`src/rtl/spi_reg_bank.sv`:
```
// Register bank behind an SPI byte receiver: a command byte, then a write or read burst.
// Writes land one clk after each received byte; read data is reloaded one clk after each byte.
module spi_reg_bank #(
    parameter int          NREGS     = 16,
    parameter int          TIMEOUT   = 1024,
    parameter logic [7:0]  IDLE_BYTE = 8'hA5
) (
    input  logic                 clk,
    input  logic                 rst,
    input  logic [7:0]           data_in,
    input  logic                 received,
    output logic [7:0]           to_output,
    output logic [8*NREGS-1:0]   regs_flat,
    output logic                 wr_strobe,
    output logic [3:0]           wr_addr,
    output logic                 frame_err
);

    localparam int CW = $clog2(TIMEOUT + 1);

    typedef enum logic [1:0] {IDLE, WRITE, READ, DISCARD} state_t;

    state_t          state_q, state_d;
    logic [3:0]      addr_q, addr_d;
    logic [CW-1:0]   cnt_q, cnt_d;
    logic [7:0]      out_q, out_d;
    logic            strobe_q, strobe_d;
    logic [3:0]      wr_addr_q, wr_addr_d;
    logic            ferr_q, ferr_d;
    logic            reg_we;
    logic [7:0]      regs_q [NREGS];

    logic            cmd_ok;
    logic            timeout;
    logic [3:0]      addr_p1;

    assign cmd_ok  = (data_in[6:4] == 3'b000);
    assign addr_p1 = addr_q + 4'd1;
    // A byte arriving in the timeout cycle wins: the frame stays open.
    assign timeout = (state_q != IDLE) && !received && (cnt_q == CW'(TIMEOUT - 1));

    always_ff @(posedge clk or negedge rst) begin
        if (!rst) begin
            state_q <= IDLE;
        end else begin
            state_q <= state_d;
        end
    end

    always_comb begin
        state_d = state_q;
        case (state_q)
            IDLE: begin
                if (received) begin
                    if (!cmd_ok)         state_d = DISCARD;
                    else if (data_in[7]) state_d = WRITE;
                    else                 state_d = READ;
                end
            end
            default: begin
                if (timeout) state_d = IDLE;
            end
        endcase
    end

    always_comb begin
        addr_d    = addr_q;
        cnt_d     = cnt_q;
        out_d     = out_q;
        strobe_d  = 1'b0;
        wr_addr_d = wr_addr_q;
        ferr_d    = ferr_q;
        reg_we    = 1'b0;
        case (state_q)
            IDLE: begin
                cnt_d = '0;
                if (received) begin
                    if (cmd_ok) begin
                        addr_d = data_in[3:0];
                        if (!data_in[7]) out_d = regs_q[data_in[3:0]];
                    end else begin
                        ferr_d = 1'b1;
                    end
                end
            end
            WRITE: begin
                if (received) begin
                    reg_we    = 1'b1;
                    strobe_d  = 1'b1;
                    wr_addr_d = addr_q;
                    addr_d    = addr_p1;
                end
            end
            READ: begin
                if (received) begin
                    addr_d = addr_p1;
                    out_d  = regs_q[addr_p1];
                end
            end
            default: ;
        endcase
        if (state_q != IDLE) begin
            if (received) begin
                cnt_d = '0;
            end else if (timeout) begin
                cnt_d = '0;
                out_d = IDLE_BYTE;
            end else begin
                cnt_d = cnt_q + 1'b1;
            end
        end
    end

    always_ff @(posedge clk or negedge rst) begin
        if (!rst) begin
            addr_q    <= 4'd0;
            cnt_q     <= '0;
            out_q     <= IDLE_BYTE;
            strobe_q  <= 1'b0;
            wr_addr_q <= 4'd0;
            ferr_q    <= 1'b0;
            for (int i = 0; i < NREGS; i++) regs_q[i] <= 8'h00;
        end else begin
            addr_q    <= addr_d;
            cnt_q     <= cnt_d;
            out_q     <= out_d;
            strobe_q  <= strobe_d;
            wr_addr_q <= wr_addr_d;
            ferr_q    <= ferr_d;
            if (reg_we) regs_q[addr_q] <= data_in;
        end
    end

    always_comb begin
        to_output = out_q;
        wr_strobe = strobe_q;
        wr_addr   = wr_addr_q;
        frame_err = ferr_q;
    end

    for (genvar g = 0; g < NREGS; g++) begin : g_flat
        assign regs_flat[8*g +: 8] = regs_q[g];
    end

endmodule

```
`config.mk`:
```
export PLATFORM = sky130hd
export DESIGN_NAME = spi_reg_bank
export DESIGN_NICKNAME = d
export VERILOG_FILES = /design/src/rtl/spi_reg_bank.sv
export SDC_FILE = /design/constraint.sdc
export NUM_CORES = 1
export LEC_CHECK = 0
export CAP_MARGIN = 0
export CORE_UTILIZATION = 49
export CTS_CLUSTER_DIAMETER = 80
export DETAILED_ROUTE_END_ITERATION = 10
export PLACE_DENSITY = 0.75
export SETUP_SLACK_MARGIN = 0.4
export SLEW_MARGIN = 5
export SYNTH_ARGS = -nofsm -noshare
export SYNTH_HDL_FRONTEND = slang
export SYNTH_SLANG_ARGS = --single-unit
export TNS_END_PERCENT = 10
```
`constraint.sdc`:
```
create_clock -name clk -period 6.2 [get_ports clk]
set_input_delay 0.93 -clock clk [delete_from_list [all_inputs] [get_ports clk]]
set_output_delay 0.93 -clock clk [all_outputs]
set_load 0.02 [all_outputs]
```
# After elaboration in Yosys (flattened, before gate mapping)
# Index checks and enable logic that the tools add are counted.
# word_totals
in_bits	11
word_cells	86
output_inout_bits	142
reg_bits	159
# classes
add_sub_neg	2
mux	32
eq_ne	6
n_lt_le_gt_ge	4
reduce_logical	15
bitwise_logic	4
# ops
cell	count
128-bit bitwise mux	1
8-bit 2-to-1 mux	12
8-bit binary-select mux with 4-bit select	2
11-bit 2-to-1 mux	4
8-bit demux with 4-bit select	1
8-bit case mux with 2 select lines	1
5-bit >= comparator (second input constant)	3
4-bit NOT with 5-bit output	3
4-bit 2-to-1 mux	3
11-bit by 1-bit adder with 11-bit output (second input constant)	1
11-bit by 10-bit == test with 1-bit output (second input constant)	1
2-bit 2-to-1 mux	5
4-bit case mux with 2 select lines	1
2-bit nonzero test	4
5-bit by 1-bit less-than comparator with 1-bit output (second input constant)	1
4-bit by 1-bit adder with 4-bit output (second input constant)	1
2-bit != test (second input constant)	2
2-bit AND reduction	2
4-bit AND reduction	1
1-bit logical AND	3
3-bit logical NOT	1
3-bit AND reduction	1
2-bit by 1-bit == test with 1-bit output (second input constant)	1
2-bit == test (second input constant)	1
6 further kinds	7

# Logic depth before layout (Yosys ltp)
# depth
depth_word	11
mapped_depth	10

# Least setup slack after synthesis
# OpenSTA, ideal clock, no wires.
# synth_path
path_kind	reg-to-reg
from	reg addr_q[0]
to	reg out_q[4] (netlist: to_output[4])
path_buffers	3
slack_ns	3.834
t_arrival_ns	2.237
stages_incl_launch_ff	10
period_less_slack_ns	2.366
setup_ns	0.129
cell_sequence	dfrtp_1 -> buf_6 -> buf_2 -> inv_1 -> ha_1 -> buf_1 -> mux4_2 -> mux2_2 -> a21oi_1 -> o21ai_0
# synth_via
elab_chain_cells	10
# synth_lines
element	line_no	text
start: declaration	24	logic [3:0] addr_q, addr_d;
start signal: assignment	124	addr_q <= addr_d;
4-bit by 1-bit adder with 4-bit output *	38	assign addr_p1 = addr_q + 4'd1;
4-bit NOT with 5-bit output (implied by the code) *	97	out_d = regs_q[addr_p1];
8-bit binary-select mux with 4-bit select *	97	
8-bit 2-to-1 mux (implied by the code) * (2 in series)	97	
8-bit 2-to-1 mux *	95	if (received) begin
8-bit case mux with 2 select lines *	74	case (state_q)
8-bit 2-to-1 mux	105	end else if (timeout) begin
8-bit 2-to-1 mux	103	if (received) begin
8-bit 2-to-1 mux *	102	if (state_q != IDLE) begin
via out_d[4]	26	logic [7:0] out_q, out_d;
end signal: assignment	126	out_q <= out_d;
end: declaration	26	
# The timed path passes the listed nets; every way through them passes the cells marked *. The select of a mux whose other input is x is not followed.
# A chain may end at the register's enable or synchronous reset.

# Final worst setup path
# layout_path
from	reg addr_q[0]
to	reg out_q[6] (netlist: to_output[6])
# Same word-level chain as after synthesis.

==> reports/qor.csv <==
metric,value,unit
row count,47,
area share of fa/ha/maj cells after synthesis,0.0119,
RSZ-0062 raised after global routing,false,
CP endpoint kind,register,
crit path DAT,3530,ps
min Tclk post-route,3220,ps
Post-Syn Area per Cell,13.8,um^2
1st-pass router iterations,7,
multiplexer area fraction after synthesis,0.368,
leak pwr,4.50,nW
clock root buffer,clkbuf_16,
Die ar.,0.0177,mm^2
TNS Setup,0,ps
n_diodes,0,
Post-synth ARST share,1.00,
DP Wirelength,16300,um
post-synthesis simple-gate area fraction,0.0623,
critical path class,register to register,
Post-CTS Resized,0,
TritonCTS buffer count,17,
main combinational cell family by area after synthesis,multiplexers,
initial antenna violation count,0,
GRT overflow,0,
first-pass GRT wire length,38100,um
I/O pin total,153,
Worst-Skew Late Latency,430,ps
Area growth syn-to-layout,26.4,%
total of warnings raised by yosys,0,
Fin Hold WS,509,ps
crit-path cells,buf_4 -> ha_1 -> xor2_2 -> mux4_2 -> mux2_4 -> nand3_2 -> a41oi_1 -> o21a_1,
worst vdd ir,0.000280,V
crit path launch type,register,
Fillers,1241,
ratio of cells with drive above 1 in the final layout,0.337,
slowest CP cell,buf_4,
RePlAce Congestion,0.862,
buffers and inverters on the worst path,1,
largest net degree at the start of global routing,88,
Total Routing Usage GR,0.291,
Worst slew margin,0.354,
"Top FF cell, synth",dfrtp_1,
final worst setup slack,2980,ps
CTS tree,done,
crit path max fanout,42,
max_cap viols,0,
Post-CTS Hold Fix Bufs,0,
final setup violation count,0,
area fraction of the dominant cell type after synthesis,0.461,
total power,5.84,mW
clock buffer depth,2,
Setup Skew,9.22,ps
number of H-tree levels,4,
DRC Markers,0,
fraction of the mapped netlist area in compound gates,0.0421,
Hold Crit Class,register to register,
number of flops mapped to enable cells by yosys,0,
Power per Cell Area,549,mW/mm^2
fmax,311,MHz
ANT nets after route,0,
Layout Cells excl Fill,977,
DR vias/cell,6.29,
worst endpoint required time,6520,ps
vias in the first global route,6200,
final max-slew violation count,0,
Synth Area in XOR/XNOR,0.0113,
Worst path top cell family by delay,multiplexers,
Sinks on Clock Net,159,
"Net count, final",766,
Cells after Synth,609,
Synth cell types,46,
Placed Cells,948,
starting density of the core,0.504,
width of the die,133,um
worst slew pin tran,967,ps
number of port buffers,152,
Mapped Area,0.00842,mm^2
biggest area consumer among synthesized cells,dfrtp_1,
Die Height,133,um
drt initial violations,439,
"top cells by area, synth","dfrtp_1 46%, mux2_2 18%, mux4_2 16%",
core area,0.0167,mm^2
"CTS clk-pin slew, worst paths",60,ps
pre-CTS setup slack,2670,ps
#FFs+latches synth,159,
via count,6142,
Syn Nets,628,
final hold violation count,0,
DRT Wirelength,24500,um
status,finished clean,
WL per Instance,25.1,um
post-synthesis sequential area ratio,0.473,
Final period util,0.519,
Post-CTS Setup Inserts,0,
crit-path max cell delay,620,ps
==> placed cells by master (no fill, tap or decap), types with 3 or more instances in the layout <==
master           count
a31oi_1              7
dfstp_2              4
xor2_1               6
nor2_2              12
clkbuf_16           17
clkdlybuf4s50_1    149
nor2_1              22
o211ai_1             4
nand2b_1             4
nand3_1             14
a221oi_1             4
nand3b_1             3
o21ai_0             12
buf_4                7
bufinv_16            3
o22ai_1              3
mux2_2             136
inv_1                9
mux2i_1             20
a21oi_1             13
ha_1                 8
and3_1               5
nor3_1               4
mux4_2              59
nand2_1             40
dfrtp_1            154
clkbuf_8             4
==> stage by stage <==
stage / area (um^2) / util
floorplan: 8420 / -
global placement: 10000 / 0.601
detailed placement: 10000 / 0.601
CTS: 10600 / 0.637
global route: 10600 / 0.637
finish: 10600 / 0.637
==> synthesized netlist by cell type, types with 6 or more instances <==
cell and count:
a21oi_1 13, a31oi_1 7, buf_2 6, buf_6 7
clkbuf_1 21, dfrtp_1 155, ha_1 8, inv_1 9
mux2_2 136, mux2i_1 20, mux4_2 59, nand2_1 40
nand3_1 14, nor2_1 22, nor2_2 12, o21ai_0 12
xor2_1 7
==> final cells by class <==
class	instances	area [um^2]	area share
multi-input combinational	401	4180	0.393
sequential	159	3990	0.375
timing repair buffer	159	1570	0.147
clock buffer	23	488	0.0459
tap	220	275	0.0259
clock inverter	6	108	0.0101
inverter	9	33.8	0.00318
==> worst paths after layout <==
path                             from            end  slack, ps  cells past startpoint
setup / recovery            addr_q[0]   to_output[6]       2980                      8
min in group asynchronous         rst  regs_flat[21]        550                      1
max in group asynchronous         rst  regs_flat[77]       4150                      2
hold reg to reg            wr_addr[0]     wr_addr[0]        510                      1
setup reg to reg            addr_q[0]   to_output[6]       2980                      8
hold / removal             wr_addr[0]     wr_addr[0]        510                      1
==> worst register-to-register path, delay by kind of cell, from the launching register on <==
kind / cells / cell delay (ps)
compound gates: 2 / 310
xor+xnor: 1 / 600
fa+ha+maj: 1 / 440
buf+inv: 1 / 620
flops: 1 / 360
mux: 2 / 710
simple gates: 1 / 70
==> per-layer routing <==
metal / track usage / routed length (um)
met4: 0.137 / 877
met3: 0.0540 / 1690
met5: 0 / 0
met1: 0.405 / 10300
met2: 0.444 / 11700
==> registers in the layout (all words and copies together) (netlist names) <==
signal / flops
wr_strobe: 1
cnt_q: 11
regs_flat: 128
wr_addr: 4
to_output: 8
addr_q: 4
state_q: 2
frame_err: 1
==> power by group <==
| group | switching [mW] | total [mW] | internal (mW) |
|---|---|---|---|
| registers | 0.450 | 1.88 | 1.43 |
| logic | 1.38 | 2.89 | 1.50 |
| clock network | 0.408 | 1.08 | 0.668 |
| total | 2.24 | 5.84 | 3.60 |
==> logic make-up after synthesis <==
logic type / Yosys count
mux: 217
fa+ha+maj: 8
xor+xnor: 10
compound gates: 55
buf+inv: 49
simple gates: 111
flops: 159
Power figures use the tool's default switching activity.
